===== src/rtl/serial_tx.sv =====
// serial_tx -- parallel-to-serial frame transmitter.
//
// Accepts one WIDTH-bit word through a valid/ready handshake and shifts it out
// on sdo as a frame:
//   start bit (0), WIDTH data bits LSB first, optional even parity bit, stop bit (1).
// Every bit is held for CLKS_PER_BIT clock cycles.
//
// Optional feature: define the macro PARITY_EN to insert an even-parity bit
// between the last data bit and the stop bit. When it is undefined, no parity
// state or parity logic is built.
//
// Parameters:
//   WIDTH        data bits per frame (1..32)
//   CLKS_PER_BIT clock cycles per serial bit (1..65535)
//
// Ports:
//   clk       rising-edge clock
//   rst       asynchronous active-low reset
//   in_valid  in_data holds a word to send
//   in_data   parallel word, captured on handshake
//   in_ready  block accepts a word this cycle (IDLE only)
//   sdo       serial line, idle high
//   busy      a frame is in progress
//   done      one-cycle pulse in the IDLE cycle after the stop bit
//   fsm_state current FSM state encoding, for observation
//
// Handshake: a word transfers on a rising clk edge where in_valid and in_ready
// are both 1. in_ready does not depend on in_valid. The producer holds
// in_data stable while in_valid is high and in_ready is low. Inputs are
// ignored whenever in_ready is 0.
module serial_tx #(
    parameter int WIDTH        = 8,
    parameter int CLKS_PER_BIT = 4
) (
    input  logic             clk,
    input  logic             rst,
    input  logic             in_valid,
    input  logic [WIDTH-1:0] in_data,
    output logic             in_ready,
    output logic             sdo,
    output logic             busy,
    output logic             done,
    output logic [2:0]       fsm_state
);

    // Counters are sized for the largest count they must reach. A width of
    // at least one bit keeps CLKS_PER_BIT=1 and WIDTH=1 legal.
    localparam int CNT_W = (CLKS_PER_BIT > 1) ? $clog2(CLKS_PER_BIT) : 1;
    localparam int BIT_W = (WIDTH > 1) ? $clog2(WIDTH) : 1;
    localparam logic [CNT_W-1:0] CNT_LAST = CNT_W'(CLKS_PER_BIT - 1);
    localparam logic [BIT_W-1:0] BIT_LAST = BIT_W'(WIDTH - 1);

    typedef enum logic [2:0] {
        S_IDLE   = 3'd0,
        S_START  = 3'd1,
        S_DATA   = 3'd2,
`ifdef PARITY_EN
        S_PARITY = 3'd3,
`endif
        S_STOP   = 3'd4
    } state_t;

    state_t           state;
    state_t           state_next;
    logic [CNT_W-1:0] cnt;
    logic [BIT_W-1:0] bit_idx;
    logic [WIDTH-1:0] shift_q;
    logic             armed;
    logic             done_q;
    logic             bit_end;
    logic             handshake;
`ifdef PARITY_EN
    logic             par_q;
`endif

    assign bit_end   = (cnt == CNT_LAST);
    assign handshake = in_valid && in_ready;

    // State register.
    always_ff @(posedge clk or negedge rst) begin
        if (!rst) state <= S_IDLE;
        else      state <= state_next;
    end

    // Next-state logic.
    always_comb begin
        state_next = state;
        case (state)
            S_IDLE:  if (handshake) state_next = S_START;
            S_START: if (bit_end)   state_next = S_DATA;
            S_DATA: begin
                if (bit_end && (bit_idx == BIT_LAST)) begin
`ifdef PARITY_EN
                    state_next = S_PARITY;
`else
                    state_next = S_STOP;
`endif
                end
            end
`ifdef PARITY_EN
            S_PARITY: if (bit_end) state_next = S_STOP;
`endif
            S_STOP:  if (bit_end)   state_next = S_IDLE;
            default:                state_next = S_IDLE;
        endcase
    end

    // Outputs. sdo comes straight from the state, so an asynchronous reset
    // returns the line to idle-high without waiting for a clock edge.
    always_comb begin
        sdo = 1'b1;
        case (state)
            S_START:  sdo = 1'b0;
            S_DATA:   sdo = shift_q[0];
`ifdef PARITY_EN
            S_PARITY: sdo = par_q;
`endif
            default:  sdo = 1'b1;
        endcase
        busy      = (state != S_IDLE);
        in_ready  = (state == S_IDLE) && armed;
        done      = done_q;
        fsm_state = state;
    end

    // Datapath: bit-period counter, data bit index, shift register, done flag.
    // armed stays low during reset. It holds in_ready low until the first
    // rising edge after rst is released.
    always_ff @(posedge clk or negedge rst) begin
        if (!rst) begin
            cnt     <= '0;
            bit_idx <= '0;
            shift_q <= '0;
            armed   <= 1'b0;
            done_q  <= 1'b0;
`ifdef PARITY_EN
            par_q   <= 1'b0;
`endif
        end else begin
            armed  <= 1'b1;
            done_q <= (state == S_STOP) && bit_end;
            if (state == S_IDLE) begin
                if (handshake) begin
                    shift_q <= in_data;
                    cnt     <= '0;
                    bit_idx <= '0;
`ifdef PARITY_EN
                    par_q   <= ^in_data;
`endif
                end
            end else begin
                if (bit_end) cnt <= '0;
                else         cnt <= cnt + 1'b1;
                if ((state == S_DATA) && bit_end) begin
                    shift_q <= shift_q >> 1;
                    if (bit_idx == BIT_LAST) bit_idx <= '0;
                    else                     bit_idx <= bit_idx + 1'b1;
                end
            end
        end
    end

endmodule

===== config.mk =====
export PLATFORM = sky130hd
export DESIGN_NAME = serial_tx
export DESIGN_NICKNAME = d
export VERILOG_FILES = /design/src/rtl/serial_tx.sv
export SDC_FILE = /design/constraint.sdc
export NUM_CORES = 1
export LEC_CHECK = 0
export ABC_CLOCK_PERIOD_IN_PS = 4510
export CELL_PAD_IN_SITES_DETAIL_PLACEMENT = 1
export CELL_PAD_IN_SITES_GLOBAL_PLACEMENT = 1
export CORE_MARGIN = 2
export CORE_UTILIZATION = 45
export CTS_BUF_LIST = sky130_fd_sc_hd__clkbuf_8
export DETAILED_ROUTE_END_ITERATION = 8
export GPL_ROUTABILITY_DRIVEN = 0
export PLACE_DENSITY_LB_ADDON = 0.15
export SYNTH_ARGS = -nofsm -noshare
export SYNTH_HDL_FRONTEND = slang
export SYNTH_SLANG_ARGS = --single-unit

===== constraint.sdc =====
create_clock -name clk -period 4.51 [get_ports clk]
set_input_delay 0.902 -clock clk [delete_from_list [all_inputs] [get_ports clk]]
set_output_delay 0.902 -clock clk [all_outputs]
set_load 0.005 [all_outputs]

**Word level (Yosys, flattened, before mapping)**

Cells that the tools add are included.

- Equal/unequal tests: 9
- Reduce and logical (&&, ||, !) cells: 10
- Mux-type cells: 16
- Add/sub/neg operators: 2

Operators with widths:

| kind | count |
|---|---|
| 2-to-1 mux 3 bit | 8 |
| 2-to-1 mux 8 bit | 3 |
| case mux 3 bit (4 select lines) | 1 |
| inequality test 2 bit (second input constant) | 4 |
| equality test 3 bit (second input constant) | 2 |
| 2-to-1 mux 2 bit | 3 |
| logical AND 1 bit | 5 |
| AND reduction 4 bit | 1 |
| adder 3 x 1 -> 3 bit (second input constant) | 1 |
| equality test 3 x 1 -> 1 bit (second input constant) | 1 |
| equality test 3 x 2 -> 1 bit (second input constant) | 1 |
| zero test 3 bit | 1 |
| nonzero test 3 bit | 1 |
| adder 2 x 1 -> 2 bit (second input constant) | 1 |
| equality test 2 bit (second input constant) | 1 |
| case mux 1 bit (2 select lines) | 1 |
| AND reduction 2 bit | 1 |
| nonzero test 2 bit | 1 |

- Input bits: 11
- Word-level logic and storage cells: 43
- Output and inout port bits: 7
- Flip-flop bits (word level): 18

**Longest topological paths before layout**

- Word-level depth: 5
- Mapped depth: 5
- Mapped depth without buffers: 5

**Worst setup path before layout**

OpenSTA, ideal clock, no wires.

- Path type: reg-to-output
- Start point: register state[1], in the netlist fsm_state[1]
- End point: output in_ready
- Stages on the path, launching flop included: 5
- Arrival time: 1.156 ns
- Path slack: 2.452 ns
- Path buffers: 2
- Required time: 3.608 ns
- Cell sequence: dfrtp_1 -> buf_6 -> nor3_4 -> buf_6 -> and2_1

- Word-level cells in the longest chain between the ends: 2

RTL lines:

| item | RTL line | RTL |
|---|---|---|
| from (decl) | 63 | `state_t state;` |
| from (signal assigned) | 82 | `else state <= state_next;` |
| zero test 3 bit | 121 | `in_ready = (state == S_IDLE) && armed;` |
| logical AND 1 bit | 121 |  |
| to (decl) | 39 | `output logic in_ready,` |

No other way between the ends.

**Worst setup path in the final report**

Same ends and word-level chain as after synthesis.

==> metrics.md <==
| Metric | Value |
|---|---|
| Status | complete, no violations |
| Number of enable flip-flop cells after synthesis | 0 |
| Area leader, netlist | dfrtp_1 |
| Ys Warns | 0 |
| Slew margin rel. | between 40% and 50% |
| Total gr overflow | 0 |
| Leak pwr | 0.510 nW |
| Post-synth ARST share | 100% |
| Final hold vios | 0 |
| Netlist Area Pre-Place | 943 um2 |
| Synth area leaders | dfrtp_1, mux2_2, ha_1, buf_6, nand3b_4 |
| P per Cell Area | 641 mW/mm2 |
| Average routed wire per standard cell | 14.4 um |
| Worst setup SP type | flop |
| Worst-path clk slew | 0.07 ns |
| CP max-delay cell | nor3_4 |
| Slew Viols, Final | 0 |
| Min Hold Slack | between 0.5 and 0.6 ns |
| Vias in the first global route | 697 |
| Post-CTS Hold Buffers | 0 |
| Final wirelength | 1.70 mm |
| Clock power frac | between 10% and 20% |
| I/O pin total | 18 |
| Max-cap viol count | 0 |
| Min-delay worst type | flop to flop |
| CTS Buf Count | 3 |
| First-pass GRT wire length | just over 3 mm |
| Comb power frac | a little over two fifths |
| Cell variety after synth | 26 |
| CTS H-tree lvls | 1 |
| Max clock buf depth | 2 |
| NumNets Final | 106 |
| R2R depth | 4 |
| Setup violators final | 0 |
| Mux contribution to synthesized area | 22.5% |
| Worst reg2reg endpoint | shift_q[5] |
| CTS root buf | clkbuf_8 |
| Post-Synth Adder-Cell Area | 3.98% |
| Vias | 626 |
| Initial antenna violation count | 0 |
| Worst-skew pair later-pin latency | about 0.25 ns |
| Int Pwr | between 0.5 and 0.6 mW |
| Post-route DRC | 0 |
| Switching component of the power | 0.236 mW |
| ANT nets after route | 0 |
| Die height | 49.8 um |
| Starting density of the core | between 40% and 50% |
| Crit share post-route | 66.9% |
| Synth Flop Type | dfrtp_1 |
| HP Start | shift_q[4] |
| Setup_tns | 0 ns |
| Clk sink count | 18 |
| Die area | 0.00248 mm2 |
| Row Count | 16 |
| Skew final | about 0.0011 ns |
| Sw Share | 31.7% |
| Reg-to-reg slack, setup | 2.42 ns |
| Xor/xnor share of the synthesized area | 0% |
| ANT cells | 0 |
| Sequential share of power | between 30% and 40% |
| RSZ-0062 raised after global routing | no |
| Cell total after placement | 114 |
| Share of layout cells above drive strength 1 | 31.9% |
| DR vias/cell | around 5.3 |
| CTS-repair resized insts | 0 |
| Crit path DAT | 2.11 ns |
| WS Path Type | flop to primary output |
| Share of the synthesized area in the top cell type | 47.7% |
| F_max | 0.332 GHz |
| Seq cells post-synth | 18 |
| Post-Synth Simple-Gate Area | 14.7% |
| CP max stage delay | 0.63 ns |
| Syn Area/Cell | 12.7 um2 |
| Hold Path Depth | 1 |
| P&R area growth vs syn | 23.1% |
| Cells after synthesis | 74 |
| Iter 0 DRT Violations | 3 |
| Post-CTS setup buffer count | 0 |
| Largest net degree at the start of global routing | 19 |
| CP Data Required Time | 3.61 ns |
| Core Area | 0.00196 mm2 |
| IO buf count | 17 |
| Die W | 49.8 um |
| Main combinational cell family by area after synthesis | multiplexers |
| Minimum clock period after layout | 3.02 ns |
| Fill cells | 217 |
| Register area share after synthesis | 47.7% |
| Critical Path, Cell by Cell | nor3_4, and2_1, clkdlybuf4s50_1 |
| Pre-antenna DRT Iters | 2 |
| Maximum vdd drop | between 0.3 and 0.4 mV |
| CTS tree | done |
| Worst reg2reg path startpoint | cnt[0] |
| Final HPWL DP | 1.25 mm |
| Setup crit end kind | primary output |
| Compound-Gate Fraction of Synth Area | under 10% |
| Total power | 0.744 mW |
| Gr usage total | 16.8% |
| Hold path endpoint | shift_q[4] |
| Post-route non-filler standard cell count | 118 |
| Max FO, Critical Path | 17 |
| Post-synth top cells | dfrtp_1, mux2_2 |
| Tightest Pin Transition | 0.897 ns |
| Syn nets | 88 |
## worst max-delay path, delay by kind of cell (launching register included)
| kind | cells | cell delay, ns |
|---|---|---|
| flops | 1 | 0.51 |
| buf+inv | 1 | 0.50 |
| simple gates | 2 | 0.85 |
## power groups by stage
| stage | Clock, mW | Sequential (mW) | Combinational, mW |
|---|---|---|---|
| after floorplan | 0 | 0.257 | 0.282 |
| after global placement | 0 | 0.286 | 0.321 |
| after detailed placement | 0 | 0.291 | 0.336 |
| after CTS | 0.135 | 0.288 | 0.337 |
| after global routing | 0.141 | 0.299 | 0.365 |
| final | 0.131 | 0.286 | 0.327 |
## cells by family after synthesis
logic type               Yosys count
buffers and inverters              7
multiplexers                      19
flip-flops                        18
other                              1
adder cells (fa/ha/maj)            3
AO/OA/AOI/OAI                      7
AND/OR/NAND/NOR                   19
## cell type report
cell class / instances / area, um2 / area share, %
Multi-Input combinational cell: 49 / 440 / 37.9
Inverter: 3 / 11.3 / 0.970
Clock buffer: 4 / 55.1 / 4.74
Tap cell: 27 / 33.8 / 2.91
Sequential cell: 18 / 450 / 38.8
Timing Repair Buffer: 17 / 170 / 14.7
## stage by stage
step	setup WS [ns]	cell area, um2	util, %
2_1_floorplan	2.45	943	-
3_3_place_gp	1.66	1110	56.4
3_5_place_dp	1.62	1110	56.4
4_1_cts	1.45	1160	59.2
5_1_grt	1.38	1160	59.2
6_report	1.49	1160	59.2
## worst max-delay path by stage
stage / cells past startpoint / endpoint / from
2_1_floorplan: 4 / in_ready / fsm_state[1]
3_3_place_gp: 4 / shift_q[5] / in_valid
3_5_place_dp: 4 / shift_q[3] / in_valid
4_1_cts: 3 / in_ready / fsm_state[1]
5_1_grt: 3 / in_ready / fsm_state[1]
6_report: 3 / in_ready / fsm_state[1]
## layout by cell type (no fill, tap or decap), types with 2 or more instances in the layout
cell,instances
dfrtp_1,18
nor3_1,2
nor2_1,2
clkbuf_8,4
clkdlybuf4s50_1,17
ha_1,3
nand2_1,3
nand3_1,2
a21oi_1,3
mux2_2,18
inv_1,3
nor2b_1,2
## sequential cells by signal, indices dropped and copies added, names as in the netlist
| signal | flops |
|---|---|
| shift_q | 8 |
| bit_idx | 3 |
| fsm_state | 3 |
| cnt | 2 |
| armed | 1 |
| done | 1 |
## metal layers
metal	global-route usage, %	vias up	share of wire, %
li1	-	291	-
met1	16.6	318	39
met2	32.2	13	54
met3	3.03	4	4.2
met4	9.72	0	2.5
met5	0	-	0
No activity file was read; power rests on OpenSTA's default activity.
